===== config.mk =====
export PLATFORM = sky130hd
export DESIGN_NAME = mac_accumulator_flat
export DESIGN_NICKNAME = d
export VERILOG_FILES = /design/src/rtl/mac_accumulator_if.sv /design/src/rtl/mac_accumulator.sv /design/src/flat_wrapper.sv
export SDC_FILE = /design/constraint.sdc
export NUM_CORES = 1
export LEC_CHECK = 0
export BUFFER_PORTS_ARGS = -buffer_cell sky130_fd_sc_hd__buf_2
export CELL_PAD_IN_SITES_DETAIL_PLACEMENT = 0
export CELL_PAD_IN_SITES_GLOBAL_PLACEMENT = 1
export CORE_UTILIZATION = 51
export DETAILED_ROUTE_END_ITERATION = 7
export PLACE_DENSITY = 0.89
export SLEW_MARGIN = 5
export SYNTH_ARGS = -nofsm -noshare
export SYNTH_HDL_FRONTEND = slang
export SYNTH_HIERARCHICAL = 1
export SYNTH_SLANG_ARGS = --single-unit

===== constraint.sdc =====
create_clock -name clk -period 15.2 [get_ports clk]
set_clock_uncertainty 0.1 [all_clocks]
set_input_delay 2.28 -clock clk [delete_from_list [all_inputs] [get_ports clk]]
set_output_delay 2.28 -clock clk [all_outputs]
set_load 0.05 [all_outputs]

===== src/rtl/mac_accumulator_if.sv =====
// Operand and result streams of the multiply-accumulate stage, both valid/ready.
// The slave modport is the accumulator's view; the master modport is the producer/consumer's view.
interface mac_accumulator_if #(
  parameter int WIDTH     = 8,
  parameter int ACC_WIDTH = 2*WIDTH+4,
  parameter int CNT_WIDTH = 8
);
  logic                 in_valid;
  logic                 in_ready;
  logic [WIDTH-1:0]     in_a;
  logic [WIDTH-1:0]     in_b;
  logic                 in_last;
  logic                 out_valid;
  logic                 out_ready;
  logic [ACC_WIDTH-1:0] out_sum;
  logic [CNT_WIDTH-1:0] out_count;
  logic                 out_ovf;

  modport slave (
    input  in_valid, in_a, in_b, in_last, out_ready,
    output in_ready, out_valid, out_sum, out_count, out_ovf
  );
  modport master (
    output in_valid, in_a, in_b, in_last, out_ready,
    input  in_ready, out_valid, out_sum, out_count, out_ovf
  );
endinterface


===== src/rtl/mac_accumulator.sv =====
// Dot-product MAC: operand pairs go S1 -> array multiplier -> S2 -> accumulator.
// The group total is emitted on the term flagged last.
module multiplier #(
  parameter int WIDTH = 8
) (
  input  logic [WIDTH-1:0]   i_a,
  input  logic [WIDTH-1:0]   i_b,
  output logic [2*WIDTH-1:0] o_p
);
  // Shift-and-add rows; each set bit of i_b contributes i_a shifted to its weight.
  always_comb begin
    o_p = '0;
    for (int i = 0; i < WIDTH; i++)
      if (i_b[i]) o_p = o_p + ({{WIDTH{1'b0}}, i_a} << i);
  end
endmodule

module mac_accumulator #(
  parameter int WIDTH     = 8,
  parameter int ACC_WIDTH = 2*WIDTH+4,
  parameter int CNT_WIDTH = 8
) (
  input  logic              clk,
  input  logic              rst_n,
  mac_accumulator_if.slave  bus
);
  typedef enum logic [1:0] {ACCUM, FLUSH, DONE} state_t;

  state_t               r_state, w_next;
  logic                 w_in_ready, w_out_valid, w_in_xfer;

  logic [WIDTH-1:0]     r_a, r_b;
  logic                 r_last1, r_v1;
  logic [2*WIDTH-1:0]   w_prod, r_prod;
  logic                 r_last2, r_v2;

  logic [ACC_WIDTH-1:0] r_acc;
  logic [CNT_WIDTH-1:0] r_count, w_cnt_inc;
  logic                 r_ovf;
  logic [ACC_WIDTH:0]   w_sum;

  logic [ACC_WIDTH-1:0] r_out_sum;
  logic [CNT_WIDTH-1:0] r_out_count;
  logic                 r_out_ovf;

  // FSM state register
  always_ff @(posedge clk or negedge rst_n) begin
    if (!rst_n) r_state <= ACCUM;
    else        r_state <= w_next;
  end

  // FSM next state
  always_comb begin
    w_next = r_state;
    case (r_state)
      ACCUM:   if (w_in_xfer && bus.in_last) w_next = FLUSH;
      FLUSH:   if (r_v2 && r_last2)          w_next = DONE;
      DONE:    if (bus.out_ready)            w_next = ACCUM;
      default: w_next = ACCUM;
    endcase
  end

  // FSM outputs; in_ready is held low while reset is asserted
  always_comb begin
    w_in_ready  = 1'b0;
    w_out_valid = 1'b0;
    case (r_state)
      ACCUM:   w_in_ready  = rst_n;
      DONE:    w_out_valid = 1'b1;
      default: ;
    endcase
  end

  assign w_in_xfer = bus.in_valid && w_in_ready;

  multiplier #(.WIDTH(WIDTH)) u_mul (.i_a(r_a), .i_b(r_b), .o_p(w_prod));

  always_ff @(posedge clk or negedge rst_n) begin
    if (!rst_n) begin
      r_a     <= '0;
      r_b     <= '0;
      r_last1 <= 1'b0;
      r_v1    <= 1'b0;
      r_prod  <= '0;
      r_last2 <= 1'b0;
      r_v2    <= 1'b0;
    end else begin
      r_v1 <= w_in_xfer;
      if (w_in_xfer) begin
        r_a     <= bus.in_a;
        r_b     <= bus.in_b;
        r_last1 <= bus.in_last;
      end
      r_v2 <= r_v1;
      if (r_v1) begin
        r_prod  <= w_prod;
        r_last2 <= r_last1;
      end
    end
  end

  assign w_sum     = {1'b0, r_acc} + {{(ACC_WIDTH+1-2*WIDTH){1'b0}}, r_prod};
  assign w_cnt_inc = (&r_count) ? r_count : r_count + 1'b1;

  // The last term bypasses the accumulator straight into the result registers.
  always_ff @(posedge clk or negedge rst_n) begin
    if (!rst_n) begin
      r_acc       <= '0;
      r_count     <= '0;
      r_ovf       <= 1'b0;
      r_out_sum   <= '0;
      r_out_count <= '0;
      r_out_ovf   <= 1'b0;
    end else if (r_v2) begin
      if (r_last2) begin
        r_out_sum   <= w_sum[ACC_WIDTH-1:0];
        r_out_count <= w_cnt_inc;
        r_out_ovf   <= r_ovf | w_sum[ACC_WIDTH];
        r_acc       <= '0;
        r_count     <= '0;
        r_ovf       <= 1'b0;
      end else begin
        r_acc   <= w_sum[ACC_WIDTH-1:0];
        r_count <= w_cnt_inc;
        r_ovf   <= r_ovf | w_sum[ACC_WIDTH];
      end
    end
  end

  assign bus.in_ready  = w_in_ready;
  assign bus.out_valid = w_out_valid;
  assign bus.out_sum   = r_out_sum;
  assign bus.out_count = r_out_count;
  assign bus.out_ovf   = r_out_ovf;
endmodule


===== src/flat_wrapper.sv =====
// flat-port wrapper written by rule: the top's interface ports become plain ports
module mac_accumulator_flat 
#(
  parameter int WIDTH     = 8,
  parameter int ACC_WIDTH = 2*WIDTH+4,
  parameter int CNT_WIDTH = 8
)
  (clk, rst_n, bus_in_valid, bus_in_a, bus_in_b, bus_in_last, bus_out_ready, bus_in_ready, bus_out_valid, bus_out_sum, bus_out_count, bus_out_ovf);
  mac_accumulator_if #(.WIDTH(WIDTH), .ACC_WIDTH(ACC_WIDTH), .CNT_WIDTH(CNT_WIDTH)) bus_i ();
  input  logic clk;
  input  logic rst_n;
  input wire logic [$bits(bus_i.in_valid)-1:0] bus_in_valid;
  input wire logic [$bits(bus_i.in_a)-1:0] bus_in_a;
  input wire logic [$bits(bus_i.in_b)-1:0] bus_in_b;
  input wire logic [$bits(bus_i.in_last)-1:0] bus_in_last;
  input wire logic [$bits(bus_i.out_ready)-1:0] bus_out_ready;
  output wire logic [$bits(bus_i.in_ready)-1:0] bus_in_ready;
  output wire logic [$bits(bus_i.out_valid)-1:0] bus_out_valid;
  output wire logic [$bits(bus_i.out_sum)-1:0] bus_out_sum;
  output wire logic [$bits(bus_i.out_count)-1:0] bus_out_count;
  output wire logic [$bits(bus_i.out_ovf)-1:0] bus_out_ovf;
  assign bus_i.in_valid = bus_in_valid;
  assign bus_i.in_a = bus_in_a;
  assign bus_i.in_b = bus_in_b;
  assign bus_i.in_last = bus_in_last;
  assign bus_i.out_ready = bus_out_ready;
  assign bus_in_ready = bus_i.in_ready;
  assign bus_out_valid = bus_i.out_valid;
  assign bus_out_sum = bus_i.out_sum;
  assign bus_out_count = bus_i.out_count;
  assign bus_out_ovf = bus_i.out_ovf;
  mac_accumulator #(.WIDTH(WIDTH), .ACC_WIDTH(ACC_WIDTH), .CNT_WIDTH(CNT_WIDTH)) u_core (.clk(clk), .rst_n(rst_n), .bus(bus_i));
endmodule

==> results.py <==
metrics = {
    "run_status": {
        "status": "finished clean",
    },
    "synthesis": {
        "post_synth_and_or_nand_nor_area_fraction_pct": 18.08,
        "ys.flop_type": "sky130_fd_sc_hd__dfrtp_1",
        "synth_seq_cells": 96,
        "synthXorXnorAreaFrac_pct": 4.728,
        "post_synth_num_cell_types": 81,
        "largest_family_of_logic_cells_by_synthesized_area": "compound AO/OA/AOI/OAI gates",
        "synthesized_nets": 1048,
        "yosys.area_share.adder_pct": 13.23,
        "synth.largest_area_cell": "sky130_fd_sc_hd__dfrtp_1",
        "async_reset_ff_share_pct": 100.0,
        "synthMuxAreaShare_pct": 6.876,
        "post_synth_inst_count": 945,
        "synth_area_per_cell_um2": 8.626,
        "synth_compound_area_share_pct": 22.67,
        "mappedNetlistArea_mm2": 0.008152,
        "proportion_of_netlist_area_held_by_the_largest_area_contributor_pct": 29.47,
        "ys_top_cells_by_area": "sky130_fd_sc_hd__dfrtp_1, sky130_fd_sc_hd__ha_1, sky130_fd_sc_hd__mux2_2",
        "yosysSeqAreaShare_pct": 29.47,
        "synth.yosys.warnings": 6,
        "count_of_flip_flops_with_a_built_in_enable_after_synthesis": 0,
    },
    "layout": {
        "drive_gt1_share_pct": 13.73,
        "fillerInstances": 1424,
        "multi_input_area_mm2": 0.005349,
        "area.growth.synth_to_final_pct": 8.488,
        "fin_nets": 1068,
        "ff_latch_area_mm2": 0.002402,
        "insertedDiodeCount": 0,
    },
    "cts": {
        "postCtsResizedCells": 0,
        "path_clk_slew_ns": 0.07,
        "numClockSinks": 96,
        "clock_tree.root_cell": "sky130_fd_sc_hd__clkbuf_16",
        "ctsLongestPathBuffers": 2,
        "cts_setup_buffers": 0,
        "tritoncts.num_buffers": 9,
        "cts_hold_repair.buffers": 0,
        "worst_skew_pair_latency_ns": 0.35,
        "clock_tree_from_tritoncts": "done",
        "cts_htree_levels": 3,
    },
    "detailed_routing": {
        "dr.first_iter.drc_count": 491,
        "first_pass_iters": 6,
        "via_per_inst": 5.933,
        "route.vias.total": 7001,
        "avgRoutedWirePerCell_um": 16.69,
        "post_route_drc_violation_count": 0,
        "wirelength_um": 19700,
        "antenna_left": 0,
    },
    "global_routing": {
        "grt.total_usage_pct": 24.83,
        "via_count_of_the_first_global_routing_pass": 6541,
        "global_route_wire_length_before_repair_um": 32720,
        "grt_antenna_before_repair": 0,
        "overflow": 0,
        "grt_max_degree": 66,
    },
    "setup_path": {
        "path_max_fanout": 15,
        "timing.rr.end": "u_core/r_prod[15]",
        "critical_path_arrival_ns": 10.19,
        "critical-path-max-stage-delay_ns": 0.70,
        "worst-r2r-cell-count": 43,
        "crit-reg2reg-launch": "u_core/r_a[1]",
        "cp_common_cell": "sky130_fd_sc_hd__ha_1",
        "r2r_setup_slack_ns": 5.14,
        "gate_family_responsible_for_the_most_delay_along_the_worst_path": "compound AO/OA/AOI/OAI gates",
        "startpoint_type_of_the_worst_setup_path": "flop",
        "cell_with_the_largest_stage_delay_on_the_worst_path": "sky130_fd_sc_hd__dfrtp_1",
        "worst_path_bufs_invs": 2,
        "timing_worst_setup_path_type": "reg2reg",
        "worst_setup_path_end_kind": "flop",
        "cp.required_ns": 15.33,
    },
    "sta": {
        "slew-limit-headroom_pct": 37.40,
        "timing_max_transition_violations_final": 0,
        "final.min_clock_period_ns": 10.06,
        "finalHoldViolCount": 0,
        "setup_total_negative_slack_ns": 0,
        "tightestPinTransition_ns": 0.9391,
        "report.final.setup_viol": 0,
        "grt_setup_unrepaired": "no",
        "fmax_mhz": 99.38,
        "final_min_period_over_clock_period_pct": 66.20,
    },
    "hold_path": {
        "whs_path_depth": 2,
        "holdCritStartpoint": "u_core/bus.out_count[3]",
        "hp-class": "reg2reg",
        "min_to": "u_core/bus.out_count[3]",
    },
    "flow_run": {
        "max-cap-violations": 0,
    },
    "floorplanning": {
        "die_area_mm2": 0.01649,
        "pin_count": 52,
        "effective_utilization_at_floorplan_pct": 52.84,
        "fp.coreArea_mm2": 0.01543,
        "floorplan.die.width_um": 128.4,
        "count_of_standard_cell_rows": 45,
        "die-height_um": 128.4,
    },
    "placement": {
        "gp_routability_congestion": 0.8952,
        "placement.io_buffers": 51,
        "detailed_place_hpwl_um": 14370,
    },
}
==> through the flow <==
step | std cells | setup WS, ns | cell area (um^2) | hold WS (ns) | utilization, %
floorplan | 945 | 6.267 | 8152 | 0.2519 | -
global placement | 1165 | 5.658 | 8517 | 0.3556 | 55.21
detailed placement | 1165 | 5.289 | 8517 | 0.3650 | 55.21
CTS | 1180 | 5.223 | 8843 | 0.3804 | 57.32
global route | 1180 | 4.234 | 8843 | 0.3952 | 57.32
finish | 1180 | 5.138 | 8843 | 0.3746 | 57.32
==> cell usage in the layout, fill, tap and decap left out, types with 23 or more instances in the layout <==
| master | count |
|---|---|
| sky130_fd_sc_hd__a21oi_1 | 52 |
| sky130_fd_sc_hd__buf_2 | 50 |
| sky130_fd_sc_hd__dfrtp_1 | 96 |
| sky130_fd_sc_hd__ha_1 | 75 |
| sky130_fd_sc_hd__inv_1 | 53 |
| sky130_fd_sc_hd__mux2_2 | 40 |
| sky130_fd_sc_hd__nand2_1 | 90 |
| sky130_fd_sc_hd__nand3_1 | 28 |
| sky130_fd_sc_hd__nor2_1 | 56 |
| sky130_fd_sc_hd__nor3_1 | 23 |
| sky130_fd_sc_hd__o21ai_0 | 71 |
| sky130_fd_sc_hd__xnor2_1 | 33 |
==> kinds of logic (layout without fill, tap and decap cells) <==
family | count (synthesis) | after routing
flops | 96 | 96
compound gates | 272 | 272
xor+xnor | 44 | 44
mux | 51 | 51
simple gates | 298 | 298
fa+ha+maj | 82 | 82
buf+inv | 102 | 126
==> sequential cells by signal (all words and copies together), names as in the netlist <==
register	cells
u_core/bus.out_sum	20
u_core/r_acc	20
u_core/r_prod	16
u_core/bus.out_count	8
u_core/r_a	8
u_core/r_b	8
u_core/r_count	8
u_core/r_state	2
u_core/bus.out_ovf	1
u_core/r_last1	1
u_core/r_last2	1
u_core/r_ovf	1
u_core/r_v1	1
u_core/r_v2	1
==> area by class of cell <==
cell class / instances / area share (%)
clock buffers: 10 / 2.702
clock inverters: 5 / 0.9904
inverters: 55 / 2.334
multi-input cells: 747 / 60.48
flip-flops and latches: 96 / 27.16
well taps: 211 / 2.985
repair buffers: 56 / 3.339
==> Yosys cell counts, drive strengths merged (11+ instances only) <==
| master | number |
|---|---|
| o2bb2ai | 14 |
| xor2 | 11 |
| nand3 | 29 |
| a31oi | 15 |
| xnor2 | 33 |
| o21a | 11 |
| nand2b | 15 |
| nor2b | 14 |
| clkbuf | 30 |
| nand2 | 91 |
| o31ai | 11 |
| mux2 | 40 |
| nor2 | 56 |
| nand4 | 16 |
| and3 | 13 |
| nor3 | 23 |
| ha | 75 |
| inv | 53 |
| mux2i | 11 |
| o21ai | 78 |
| a21o | 19 |
| buf | 17 |
| dfrtp | 96 |
| a21oi | 55 |
==> worst max-delay path by stage <==
stage                             start           endpoint  cells after the start  slack (ns)
after floorplan           u_core/r_a[1]  u_core/r_prod[15]                     44        6.27
after global placement    u_core/r_a[1]  u_core/r_prod[15]                     43        5.66
after detailed placement  u_core/r_a[1]  u_core/r_prod[15]                     43        5.29
after CTS                 u_core/r_a[1]  u_core/r_prod[15]                     43        5.22
after global routing      u_core/r_a[1]  u_core/r_prod[14]                     46        4.23
final                     u_core/r_a[1]  u_core/r_prod[15]                     43        5.14
==> routing by layer <==
| metal | routed length, um | vias up | global-route usage [%] |
|---|---|---|---|
| met4 | 129 | 0 | 4.498 |
| met2 | 8916 | 155 | 39.62 |
| met1 | 9833 | 3354 | 35.95 |
| li1 | - | 3481 | - |
| met3 | 817 | 11 | 3.659 |
| met5 | 0 | - | 0 |
==> worst register-to-register path, delay by kind of cell (launching register included) <==
| kind | cells | cell delay, ns |
|---|---|---|
| AOI/OAI and AO/OA | 22 | 4.04 |
| adders and majority gates | 8 | 2.49 |
| and+or+nand+nor | 8 | 1.67 |
| DFF | 1 | 0.70 |
| muxes | 2 | 0.53 |
| buffers and inverters | 2 | 0.21 |
| xor gates and xnor gates | 1 | 0.19 |
Power is not shown: default switching activity piles up to over one toggle a cycle in this logic, so the estimate is an artifact.
